[config.mk]
export PLATFORM = sky130hd
export DESIGN_NAME = rr_grant_scheduler_flat
export DESIGN_NICKNAME = d
export VERILOG_FILES = /design/src/rtl/rr_grant_scheduler_if.sv /design/src/rtl/rr_grant_scheduler.sv /design/src/flat_wrapper.sv
export SDC_FILE = /design/constraint.sdc
export NUM_CORES = 1
export LEC_CHECK = 0
export CAP_MARGIN = 20
export CORE_MARGIN = 1
export CORE_UTILIZATION = 25
export DETAILED_ROUTE_END_ITERATION = 10
export PLACE_DENSITY = 0.43
export SLEW_MARGIN = 40
export SYNTH_ARGS = -nofsm -noshare
export SYNTH_HDL_FRONTEND = slang
export SYNTH_SLANG_ARGS = --single-unit
[constraint.sdc]
create_clock -name clk -period 10.2 [get_ports clk]
set_clock_uncertainty 0.2 [all_clocks]
set_input_delay 1.53 -clock clk [delete_from_list [all_inputs] [get_ports clk]]
set_output_delay 1.53 -clock clk [all_outputs]
set_load 0.05 [all_outputs]
[src/rtl/rr_grant_scheduler_if.sv]
// Bundle of request/grant signals between the requesting masters and
// rr_grant_scheduler. The master modport is the requester side; the slave
// modport is the scheduler.
interface rr_grant_scheduler_if #(
    parameter int N  = 128,
    parameter int IW = $clog2(N)
) ();
    logic [N-1:0]  req;
    logic          done;
    logic [N-1:0]  grant;
    logic          any_grant;
    logic [IW-1:0] grant_idx;
    logic [N-1:0]  ptr;
    logic          timeout;

    modport master (
        output req, done,
        input  grant, any_grant, grant_idx, ptr, timeout
    );

    modport slave (
        input  req, done,
        output grant, any_grant, grant_idx, ptr, timeout
    );
endinterface

[src/rtl/rr_grant_scheduler.sv]
// Round-robin grant scheduler: rotating one-hot priority pointer, wrap-around
// priority search, registered grant locked until the owner releases it.
// Optional feature macro: ARB_HOLD_TIMEOUT_EN -- when defined, a grant is
// forcibly released after MAX_HOLD cycles and `timeout` pulses for one cycle.
module rr_grant_scheduler #(
    parameter int N        = 128,
    parameter int MAX_HOLD = 16,
    parameter int IW       = $clog2(N)
) (
    input  logic                 clk,
    input  logic                 rst,
    rr_grant_scheduler_if.slave  bus
);

    if (N < 2 || MAX_HOLD < 1) begin : g_param_check
        $error("rr_grant_scheduler: need N >= 2 and MAX_HOLD >= 1");
    end

    typedef enum logic {
        IDLE = 1'b0,
        HOLD = 1'b1
    } state_t;

    state_t        state_q, state_d;
    logic [N-1:0]  grant_q, grant_d;
    logic [IW-1:0] grant_idx_q, grant_idx_d;
    logic [N-1:0]  ptr_q, ptr_d;
    logic          timeout_q, timeout_d;

    logic [N-1:0]  req_hi;
    logic [N-1:0]  sel_src;
    logic [N-1:0]  sel_onehot;
    logic [IW-1:0] sel_idx;
    logic          normal_rel;
    logic          forced_rel;

`ifdef ARB_HOLD_TIMEOUT_EN
    localparam int CW = $clog2(MAX_HOLD + 1);
    logic [CW-1:0] hold_cnt_q, hold_cnt_d;
`endif

    // Wrap-around priority search: lowest request at or above the pointer,
    // otherwise the lowest request overall.
    always_comb begin
        req_hi     = bus.req & ~(ptr_q - N'(1));
        sel_src    = (|req_hi) ? req_hi : bus.req;
        sel_onehot = sel_src & (~sel_src + N'(1));
        sel_idx    = '0;
        for (int i = 0; i < N; i++) begin
            if (sel_onehot[i]) sel_idx = IW'(i);
        end
    end

    // Next-state logic: grant from IDLE, release from HOLD.
    always_comb begin
        // NOTE: every output of this block gets a default first, so no path
        // can leave one unassigned and infer a latch.
        state_d     = state_q;
        grant_d     = grant_q;
        grant_idx_d = grant_idx_q;
        ptr_d       = ptr_q;
        timeout_d   = 1'b0;
        normal_rel  = 1'b0;
        forced_rel  = 1'b0;
`ifdef ARB_HOLD_TIMEOUT_EN
        hold_cnt_d  = hold_cnt_q;
`endif
        case (state_q)
            IDLE: begin
                if (|bus.req) begin
                    grant_d     = sel_onehot;
                    grant_idx_d = sel_idx;
                    state_d     = HOLD;
`ifdef ARB_HOLD_TIMEOUT_EN
                    hold_cnt_d  = '0;
`endif
                end
            end
            HOLD: begin
                normal_rel = bus.done || !bus.req[grant_idx_q];
`ifdef ARB_HOLD_TIMEOUT_EN
                forced_rel = (hold_cnt_q == CW'(MAX_HOLD - 1));
`endif
                if (normal_rel || forced_rel) begin
                    grant_d     = '0;
                    grant_idx_d = '0;
                    ptr_d       = {grant_q[N-2:0], grant_q[N-1]};
                    state_d     = IDLE;
                    timeout_d   = forced_rel && !normal_rel;
                end else begin
`ifdef ARB_HOLD_TIMEOUT_EN
                    hold_cnt_d = hold_cnt_q + CW'(1);
`endif
                end
            end
            default: state_d = IDLE;
        endcase
    end

    // State registers with asynchronous reset to the idle, pointer-at-0 state.
    always_ff @(posedge clk or posedge rst) begin
        if (rst) begin
            state_q     <= IDLE;
            grant_q     <= '0;
            grant_idx_q <= '0;
            ptr_q       <= N'(1);
            timeout_q   <= 1'b0;
`ifdef ARB_HOLD_TIMEOUT_EN
            hold_cnt_q  <= '0;
`endif
        end else begin
            // NOTE: non-blocking so every flop samples the pre-edge values.
            state_q     <= state_d;
            grant_q     <= grant_d;
            grant_idx_q <= grant_idx_d;
            ptr_q       <= ptr_d;
            timeout_q   <= timeout_d;
`ifdef ARB_HOLD_TIMEOUT_EN
            hold_cnt_q  <= hold_cnt_d;
`endif
        end
    end

    assign bus.grant     = grant_q;
    assign bus.any_grant = (state_q == HOLD);
    assign bus.grant_idx = grant_idx_q;
    assign bus.ptr       = ptr_q;
`ifdef ARB_HOLD_TIMEOUT_EN
    assign bus.timeout   = timeout_q;
`else
    assign bus.timeout   = 1'b0;
`endif

endmodule

[src/flat_wrapper.sv]
// flat-port wrapper written by rule: the top's interface ports become plain ports
module rr_grant_scheduler_flat 
#(
    parameter int N        = 128,
    parameter int MAX_HOLD = 16,
    parameter int IW       = $clog2(N)
)
  (clk, rst, bus_req, bus_done, bus_grant, bus_any_grant, bus_grant_idx, bus_ptr, bus_timeout);
  rr_grant_scheduler_if #(.N(N), .IW(IW)) bus_i ();
  input  logic clk;
  input  logic rst;
  input wire logic [$bits(bus_i.req)-1:0] bus_req;
  input wire logic [$bits(bus_i.done)-1:0] bus_done;
  output wire logic [$bits(bus_i.grant)-1:0] bus_grant;
  output wire logic [$bits(bus_i.any_grant)-1:0] bus_any_grant;
  output wire logic [$bits(bus_i.grant_idx)-1:0] bus_grant_idx;
  output wire logic [$bits(bus_i.ptr)-1:0] bus_ptr;
  output wire logic [$bits(bus_i.timeout)-1:0] bus_timeout;
  assign bus_i.req = bus_req;
  assign bus_i.done = bus_done;
  assign bus_grant = bus_i.grant;
  assign bus_any_grant = bus_i.any_grant;
  assign bus_grant_idx = bus_i.grant_idx;
  assign bus_ptr = bus_i.ptr;
  assign bus_timeout = bus_i.timeout;
  rr_grant_scheduler #(.N(N), .MAX_HOLD(MAX_HOLD), .IW(IW)) u_core (.clk(clk), .rst(rst), .bus(bus_i));
endmodule
Word level (Yosys, flattened, before mapping)

Cells that the tools add are included.

Word-level logic and storage cells: 159
Input port bits: 131
Output and inout port bits: 265
Register bits after elaboration: 264

$add $sub $neg: 2
Multiplexer cells: 139
Bitwise gates (word level): 5
Magnitude comparators: 1
Equality and inequality tests: 2
Reductions and logical operators: 6

Operators by type and width:

| cell                                                                         | count |
|---|---|
| 7-bit two-way mux                                                            | 128 |
| 128-bit two-way mux                                                          | 3 |
| 128-bit bitwise AND                                                          | 2 |
| 128-bit inverter                                                             | 2 |
| 128-bit case mux with 2 select lines                                         | 1 |
| 128-bit OR reduction                                                         | 2 |
| 128-bit by 1-bit adder with 128-bit output, second input constant            | 1 |
| 128-bit by 1-bit subtractor with 128-bit output, second input constant       | 1 |
| 7-bit case mux with 2 select lines                                           | 1 |
| 7-bit by 8-bit less-than comparator with 1-bit output, second input constant | 1 |
| 1-bit binary-select mux with 7-bit select                                    | 1 |
| 1-bit two-way mux                                                            | 4 |
| 2-bit AND reduction                                                          | 2 |
| 2-bit by 1-bit inequality test with 1-bit output, second input constant      | 1 |
| 2-bit inequality test, second input constant                                 | 1 |
| 1-bit case mux with 2 select lines                                           | 1 |
| 1-bit logical NOT                                                            | 1 |
| 1-bit logical OR                                                             | 1 |
| 1-bit inverter                                                               | 1 |

Depth between registers and ports, before layout

Gate-level depths: netlist of the first run.

Word-level depth: 137
Gate-level depth with buffers: 25
Gate-level depth less buffers: 18

Worst setup path after synthesis of the first run

Ideal clock, no wire load.

Kind: register -> register
Start point: register u_core.ptr_q[27], in the netlist u_core.bus.ptr[27]
End point: register u_core.grant_idx_q[6], in the netlist u_core.bus.grant_idx[6]
Data arrival time: 5,914 ps
Clock period less this slack: 6,250 ps
Path buffers: 5
Cell stages (with the launch flop): 22
Path slack: 3,950 ps
Required time: 9,864 ps
Library setup time: 136 ps
Cells stage by stage: dfrtp_1 -> buf_2 -> nor4_2 -> nand4_1 -> or3_1 -> buf_2 -> or3_4 -> or3_1 -> a32o_1 -> or4_1 -> or4b_4 -> or4_4 -> buf_6 -> buf_6 -> buf_6 -> o31a_1 -> o2111ai_2 -> nand4_2 -> a22oi_1 -> o2111ai_1 -> nor4_1 -> a31oi_1

Cells in the longest elaborated chain, start to end: 135

Ends and longest elaborated chain:

| item                                                | RTL line                  | text |
|---|---|---|
| start: declaration                                  | rr_grant_scheduler.sv:27  | `logic [N-1:0] ptr_q, ptr_d;` |
| start signal: assignment                            | rr_grant_scheduler.sv:116 | `ptr_q <= ptr_d;` |
| 128-bit by 1-bit subtractor with 128-bit output (*) | rr_grant_scheduler.sv:45  | `req_hi = bus.req & ~(ptr_q - N'(1));` |
| 128-bit inverter (*)                                | rr_grant_scheduler.sv:45  |  |
| 128-bit bitwise AND (*)                             | rr_grant_scheduler.sv:45  |  |
| 128-bit OR reduction                                | rr_grant_scheduler.sv:46  | `sel_src = (\|req_hi) ? req_hi : bus.req;` |
| 128-bit two-way mux (*)                             | rr_grant_scheduler.sv:46  |  |
| 128-bit inverter                                    | rr_grant_scheduler.sv:47  | `sel_onehot = sel_src & (~sel_src + N'(1));` |
| 128-bit by 1-bit adder with 128-bit output          | rr_grant_scheduler.sv:47  |  |
| 128-bit bitwise AND (*)                             | rr_grant_scheduler.sv:47  |  |
| 7-bit two-way mux (124 in series)                   | rr_grant_scheduler.sv:50  | `if (sel_onehot[i]) sel_idx = IW'(i);` |
| 7-bit two-way mux (*)                               | rr_grant_scheduler.sv:50  |  |
| 7-bit two-way mux (*)                               | rr_grant_scheduler.sv:70  | `if (\|bus.req) begin` |
| 7-bit case mux with 2 select lines (*)              | rr_grant_scheduler.sv:68  | `case (state_q)` |
| end signal: assignment                              | rr_grant_scheduler.sv:115 | `grant_idx_q <= grant_idx_d;` |
| end: declaration                                    | rr_grant_scheduler.sv:26  | `logic [IW-1:0] grant_idx_q, grant_idx_d;` |

Every way passes the cells marked *; elsewhere a longest branch is shown, timed or not. The select of a mux whose other input is x is not followed.
A chain may end at the register's enable or synchronous reset.

Worst setup path after layout of the first run

Start point: register u_core.ptr_q[17], in the netlist u_core.bus.ptr[17]
End point: register u_core.grant_idx_q[5], in the netlist u_core.bus.grant_idx[5]

The elaborated chain is that of the path after synthesis.

==> results of run 1 <==
-- logic make-up after synthesis --
logic type | Yosys count
AO/OA/AOI/OAI | 540
adder cells (fa/ha/maj) | 1
other | 1
multiplexers | 189
AND/OR/NAND/NOR | 1242
buffers and inverters | 179
flip-flops | 264
XOR/XNOR | 86
-- sequential cells by signal (all words and copies together), names as in the netlist --
| signal | cells |
|---|---|
| u_core.bus.grant_idx | 7 |
| u_core.bus.grant | 128 |
| u_core.bus.ptr | 128 |
| u_core.bus.any_grant | 1 |
-- metal layers --
| metal | track usage [%] | vias to the layer above | part of all wire, % | routed length, um |
|---|---|---|---|---|
| met3 | 5.45 | 262 | 7.8 | 10900 |
| met2 | 51.4 | 1464 | 46 | 64300 |
| met4 | 11.2 | 2 | 4.0 | 5560 |
| met5 | 0 | - | 0.0086 | 12 |
| met1 | 41.6 | 12400 | 42 | 58300 |
| li1 | - | 10400 | - | - |
-- cell type report --
type	instances	share of cell area, %
inverters	42	0.592
well taps	1134	5.09
multi-input cells	2059	50.0
clock buffers	45	3.69
flip-flops and latches	264	23.7
repair buffers	465	16.3
clock inverters	14	0.614
diodes	2	0.0179
-- metrics by stage --
stage | hold slack (ns) | utilization [%] | area (sq um)
finish | 0.309 | 33.3 | 27900
CTS | 0.320 | 33.3 | 27800
detailed placement | 0.296 | 31.8 | 26600
global route | 0.350 | 33.3 | 27900
floorplan | 0.548 | - | 21200
global placement | 0.298 | 31.7 | 26500
-- cell usage in the layout (no fill, tap or decap), types with 40 or more instances in the layout --
cell / instances
sky130_fd_sc_hd__nor4_1: 87
sky130_fd_sc_hd__xor2_1: 46
sky130_fd_sc_hd__dfrtp_1: 259
sky130_fd_sc_hd__o21ai_0: 139
sky130_fd_sc_hd__a31oi_1: 52
sky130_fd_sc_hd__xnor2_1: 40
sky130_fd_sc_hd__nand3_1: 162
sky130_fd_sc_hd__mux4_2: 42
sky130_fd_sc_hd__nand2_1: 282
sky130_fd_sc_hd__mux2_2: 133
sky130_fd_sc_hd__or3_1: 59
sky130_fd_sc_hd__buf_4: 62
sky130_fd_sc_hd__or4_1: 43
sky130_fd_sc_hd__inv_1: 41
sky130_fd_sc_hd__nor3_1: 93
sky130_fd_sc_hd__nor2_1: 166
sky130_fd_sc_hd__nand4_1: 95
sky130_fd_sc_hd__a21oi_1: 71
sky130_fd_sc_hd__clkdlybuf4s50_1: 394
-- how the worst max path moves through the flow --
stage                              end  slack (ns)
2_1_floorplan     u_core.bus.any_grant        1.20
3_3_place_gp   u_core.bus.grant_idx[2]        0.63
3_5_place_dp   u_core.bus.grant_idx[2]        1.34
4_1_cts        u_core.bus.grant_idx[2]        1.32
5_1_grt        u_core.bus.grant_idx[2]        1.18
6_report       u_core.bus.grant_idx[5]        1.15
-- critical path: cells and delay by family (launching register included) --
| kind | cells | cell delay, ns |
|---|---|---|
| flip-flops | 1 | 0.56 |
| buffers and inverters | 1 | 0.39 |
| AO/OA/AOI/OAI | 5 | 1.86 |
| XOR/XNOR | 1 | 0.30 |
| AND/OR/NAND/NOR | 10 | 5.54 |
==> flow_results.org, run 1 <==
** Setup path
- For the worst setup path, the data required time is 10.43 ns.
- Counting cells, the worst reg-to-reg path comes to 17.
- Worst setup path category :: flop to flop
- Largest stage delay on the critical path :: 0.82 ns
- Arr. time, crit path :: 9.28 ns
- Worst R2R Start :: u_core.bus.ptr[17]
- The endpoint identified for the worst register-to-register timing path is u_core.bus.grant_idx[5].
- Cell type of the slowest stage on the worst timing path :: sky130_fd_sc_hd__nor3_2
- Start point of the critical path :: u_core.bus.ptr[17]
- Walking the worst path, the cells encountered are nor4_1, nand4_1, nor3_2, nand3_1, xor2_1, a221o_1, or4b_1, nor4_4, and2_2, buf_4, a31oi_1, o21ai_1, nor3_1, o211ai_1, nand3_1, nor4_1, a32oi_1.
- CP startpoint kind :: flop
- Crit Path Max Fanout :: 21
- Setup slack on the worst flop-to-flop path :: 1.15 ns
- STA classifies the critical path endpoint as a flop.

** Drt
- In this run the remaining antenna-violating nets after routing total 0.
- Total number of vias :: 24600
- Detailed-route wire length per cell :: 34.6 um
- Post-DR vias/cell :: 6.11
- Post-route DRC violation count :: 0
- Wires add up to 139000 um.
- The pre-antenna-repair detailed-routing pass consisted of 6 iterations.
- In this run, the number of DRC markers left after iteration 0 of detailed routing was 3023.

** Timing
- Setup violations remaining at the end of the flow were counted as 0.
- Final Max Slew Viols :: 0
- The worst path meets setup with 1.15 ns of slack.
- Tightest slew margin relative to the limit :: 38.9%
- The worst path in the final design needs a cycle of 9.05 ns, including I/O delays and setup.
- Of the available clock period, the critical path in the final layout requires 88.8%.
- Sum of negative setup slack :: 0 ns
- Hold Vio Cnt, Final :: 0
- Actual slew at the worst max-slew pin :: 0.908 ns
- Static timing analysis puts the maximum clock frequency at 110 MHz.
- RSZ-0062 raised after global routing :: false

** Clock tree
- Post CTS Setup Buffer Count :: 0
- Hold buffer count at cts :: 0
- Clock Root Buffer :: sky130_fd_sc_hd__clkbuf_16
- Number of buffers added by the clock tree synthesis step :: 37
- Max Buffers Root-to-Sink :: 3
- At the later pin of the worst-skew pair, clock insertion delay measures 0.58 ns.
- Gates resized, CTS repair :: 0
- H-tree depth reported by CTS :: 2
- Clock tree from TritonCTS :: built
- After clock tree synthesis, the clock-pin slew on the worst setup and hold paths is 0.06 ns.
- Sinks on Clock Net :: 264

** Global route
- The initial antenna violation count came to 4.
- The first global-routing pass estimated 193000 um of wire.
- Maximum number of pins on one net before global-route repair :: 91
- GRT Util Overall :: 31.5%
- Via count of the first global-routing pass :: 23700
- Remaining global-route overflow :: 0

** Synth
- Synthesized-area fraction occupied by adder cells :: 0.0591%
- Cell with the most instances after synthesis :: sky130_fd_sc_hd__nand2_1
- Compound-Gate Fraction of Synth Area :: 17.5%
- Share of synthesized area occupied by flip-flops and latches :: 31.2%
- After synthesis the netlist holds a flip-flop and latch count of 264.
- Yosys printed 0 warnings.
- Of the total synthesized cell area, the portion taken by XOR and XNOR cells is 3.56%.
- Simple-Gate Fraction of Synth Area :: 31.8%
- Measured against the total synthesized area, the mux share comes to 12.2%.
- EDFF count, synth :: 0
- Share of synthesized flip-flops with an asynchronous set or reset :: 100%
- Synth Area per Inst :: 8.47 sq um
- Synth unique cells :: 96
- Main combinational cell family by area after synthesis :: simple AND/OR/NAND/NOR gates
- The synthesized design spends more area on one cell type than any other, namely sky130_fd_sc_hd__dfrtp_1.
- Synthesis produced 2502 cells.
- Top area cells in the synthesized netlist :: sky130_fd_sc_hd__dfrtp_1 (31%), sky130_fd_sc_hd__mux2_2 (7.1%), sky130_fd_sc_hd__nand2_1 (5.0%)
- Cell area after synthesis :: 21200 sq um
- In the synthesized netlist the dominant register cell turns out to be sky130_fd_sc_hd__dfrtp_1.
- Fraction of post-synthesis cell area in the top cell type by area :: 31.1%
- List of most frequent post-synthesis cells :: sky130_fd_sc_hd__nand2_1 (282), sky130_fd_sc_hd__dfrtp_1 (263), sky130_fd_sc_hd__nor2_1 (170), sky130_fd_sc_hd__nand3_1 (162), sky130_fd_sc_hd__o21ai_0 (141)
- Syn nets :: 2634

** Placement
- Worst slack at placement :: 1.34 ns
- At the end of routability-driven placement, the weighted congestion stood at 1.00.
- Port bufs :: 394
- Cell total after placement :: 3963
- DP Wirelength :: 110000 um

** Finish
- Share of post-route cells with drive strength above 1 :: 13.4%
- Fill cell instance count of the final layout :: 8738
- Multi-input combinational cell area :: 14000 sq um
- The area growth from synthesis to layout is 31.7%.
- Final Instance Count excl. Fillers :: 4025
- Area taken by flip-flops and latches :: 6610 sq um
- After the last flow step, the layout net total stands at 3001.

** Floorplan
- Chip Width :: 293 um
- The floorplan step set the die height to 293 um.
- Overall die area :: 85900 sq um
- 396 I/O pins were placed.
- The initial utilization of the core area, before any placement, comes to 25.3%.
- Site Rows :: 106
- The core region is 83700 sq um.

** Min path
- Hold-critical path depth :: 2
- The min-delay analysis places its worst path in the category flop to flop.
- The worst hold path begins at u_core.bus.grant[115].
- Capture endpoint of the worst hold path :: u_core.bus.grant[115]

** Run status
- Result of the run :: complete, no violations

** Run
- # Max-Cap Violations :: 0
Power of run 1 is left out: the tool's default activity adds up to more than one toggle a clock period on the data nets, which glitch-free logic cannot reach.
==> run 2, diff against run 1 <==
--- a/config.mk
+++ b/config.mk
@@ -7,9 +7,9 @@
 export LEC_CHECK = 0
 export CAP_MARGIN = 20
 export CORE_MARGIN = 1
-export CORE_UTILIZATION = 25
+export CORE_UTILIZATION = 30
 export DETAILED_ROUTE_END_ITERATION = 10
-export PLACE_DENSITY = 0.43
+export PLACE_DENSITY = 0.5
 export SLEW_MARGIN = 40
 export SYNTH_ARGS = -nofsm -noshare
 export SYNTH_HDL_FRONTEND = slang
==> run 2 against run 1 <==
Against the previous run: utilization rose by 6.6 points; cell count fell by 4.2%; critical path type unchanged; non-clock buffer count rose by 20.
==> flow_results.org, run 2 (synthesis gave the netlist of run 1 again) <==
** Setup path
- Worst path bufs/invs :: 1 (unchanged)
- Worst setup path category :: flop to flop
- The delay contributed by the slowest stage of the critical path was 0.84 ns (+0.02 ns).
- Cell family with the largest share of critical-path delay :: simple AND/OR/NAND/NOR gates
- The largest individual stage delay along the critical path comes from the cell sky130_fd_sc_hd__and2_2.
- The largest fanout on the critical path was 29 (+38%).
- CP endpoint kind :: flop
- The arrival time at the worst endpoint is 9.46 ns (+0.18 ns).
- The worst setup path is launched from a flop.
- The signal on the critical path passes through nor4_2, nand4_1, or4_1, nor4_1, xnor2_1, and2_1, or4b_1, nor4_2, and2_2, a311oi_1, nand3_1, nor2_1, buf_4, a211oi_1, nand4_1, nor4_1, a31oi_1.
- Required time reported for the critical path endpoint :: 10.44 ns (about the same)

** Floorplan
- The area of the core is 69900 sq um (-16%).
- Starting density of the core :: 30.3% (+5.0 points)
- Vertical extent of the die :: 268 um (-8.7%)
- The die footprint was 71700 sq um (-17%).
- Site Rows :: 97 (-8.5%)
- IO Count :: 396 (unchanged)
- The die outline width came to 268 um (-8.7%).

** Clock tree
- Clock-pin slew reported for the worst setup and hold paths after clock tree synthesis :: 0.07 ns (about the same)
- Number of buffers added by the clock tree synthesis step :: 35 (-5.4%)
- Clock Root Buffer :: sky130_fd_sc_hd__clkbuf_16
- The post-cts sizing count came to 0 (unchanged).
- TritonCTS built the clock tree.
- The maximum buffer depth of the clock tree came to 3 (unchanged).
- The worst-skew pair later-pin latency came to 0.57 ns (about the same).
- H-tree depth reported by CTS :: 2 (unchanged)
- The post-CTS setup buffer count is 0 (unchanged).
- The number of clock sinks seen by CTS came to 264 (unchanged).
- Hold buffer count at cts :: 0 (unchanged)

** Timing
- The max-slew violation total from the final report came to 0 (unchanged).
- The slew of the pin with the lowest slew margin was 0.897 ns (-0.0112 ns).
- The final hold violation count came to 0 (unchanged).
- The relative max-transition margin came to 40.2% (+1.2 points).
- The maximum clock frequency is 108 MHz (-1.8%).
- The number of setup violations in the final report was 0 (unchanged).
- The share of the cycle needed by the critical path after routing was 90.4% (+1.7 points).
- Setup repair after global routing left no endpoint under its margin.
- Post-layout min period :: 9.22 ns (+0.169 ns)
- Sum of negative setup slack :: 0 ns (unchanged)

** Finish
- Fill cell instance count of the final layout :: 7140 (-18%)
- Share of post-route cells with drive strength above 1 :: 14.1% (+0.72 points)
- The final net count was 3019 (+0.60%).
- The sequential standard cell area was 6620 sq um (about the same).
- The area of the multi-input gates came to 14000 sq um (about the same).
- Synthesis-to-finish area growth :: 31.8%
- The top cell types in the final layout, fill and taps aside, are sky130_fd_sc_hd__clkdlybuf4s50_1 (394), sky130_fd_sc_hd__nand2_1 (282), sky130_fd_sc_hd__dfrtp_1 (259).
- The library cell used most frequently in the layout, excluding fill and tap cells, is sky130_fd_sc_hd__clkdlybuf4s50_1.

** Drt
- Post-route DRC violation count :: 0 (unchanged)
- Sum of routed wire length over all layers :: 136000 um (-2.1%)
- The wire length per cell was 35.3 um (+2.1%).
- Post-DRT Antenna Nets :: 0 (unchanged)
- Post-DR vias/cell :: 6.49 (+6.3%)
- The via count of the routed design came to 25000 (+1.9%).
- The starting DRC count in detailed routing is 3550 (+17%).
- Iteration count of the initial detailed-routing pass :: 8 (+2)

** Run status
- Result of the run :: complete, no violations

** Min path
- The worst hold path belongs to the class flop to flop.

** Global route
- The via count of the first global-routing pass is 23800 (+0.67%).
- The initial antenna violation count came to 9 (+5).
- The wire length of the first global-routing pass was 189000 um (-2.0%).
- The global-route usage over all layers was 37.1% (+5.6 points).
- Remaining global-route overflow :: 0 (unchanged)
- The maximum number of pins on one net before global-route repair is 126 (+38%).

** Placement
- Placer congestion estimate :: 1.12 (+11%)
- DP Wirelength :: 108000 um (-2.0%)
- Port bufs :: 394 (unchanged)

** Run
- # Max-Cap Violations :: 0 (unchanged)
run 2: changes by cell type in the layout (fill, tap and decap cells not counted), sizes merged:
cell    previous run  this run
diode              2         5
inv               45        42
clkbuf            45        46
buf               71        91
clkinv             6         7
bufinv             3         6
run 2: final timing paths:
path | startpoint | endpoint | slack, ns | cells after the start
min | u_core.bus.grant[35] | u_core.bus.grant[35] | 0.31 | 2
min reg2reg | u_core.bus.grant[35] | u_core.bus.grant[35] | 0.31 | 2
max reg2reg | u_core.bus.ptr[71] | u_core.bus.grant_idx[2] | 0.98 | 17
min in group asynchronous | rst | u_core.bus.grant[43] | 1.24 | 2
max | u_core.bus.ptr[71] | u_core.bus.grant_idx[2] | 0.98 | 17
max in group asynchronous | rst | u_core.bus.ptr[105] | 7.34 | 4
run 2: stage by stage:
step | hold slack [ns] | cell area (sq um) | utilization (%) | setup WS (ns) | std cells
2_1_floorplan | 0.548 | 21200 | - | 1.20 | 2502
3_3_place_gp | 0.292 | 26400 | 37.8 | 1.03 | 3783
3_5_place_dp | 0.293 | 26600 | 38.1 | 1.40 | 3788
4_1_cts | 0.311 | 27900 | 39.9 | 1.42 | 3849
5_1_grt | 0.345 | 27900 | 39.9 | 1.05 | 3851
6_report | 0.305 | 27900 | 40.0 | 0.977 | 3856
run 2: cell type report:
class	count	area share, %
Inverter	42	0.591
Tap cell	940	4.21
Multi-Input combinational cell	2059	50.0
Sequential cell	264	23.7
Antenna cell	5	0.0448
Timing Repair Buffer	485	17.0
Clock buffer	46	3.65
Clock inverter	15	0.838
run 2: worst min-delay path, delay by kind of cell, from the launching register on:
kind	cells	cell delay, ns
flip-flops	1	0.36
AO/OA/AOI/OAI	1	0.06
AND/OR/NAND/NOR	1	0.05
run 2: layer usage:
metal / wire [um] / global-route usage (%) / share of wire, % / vias up
li1: - / - / - / 10500
met1: 55200 / 48.3 / 41 / 12600
met2: 62900 / 60.6 / 46 / 1623
met3: 11600 / 6.63 / 8.5 / 348
met4: 6270 / 14.4 / 4.6 / 10
met5: 58 / 0 / 0.043 / -
Power of run 2 is left out for the same reason.
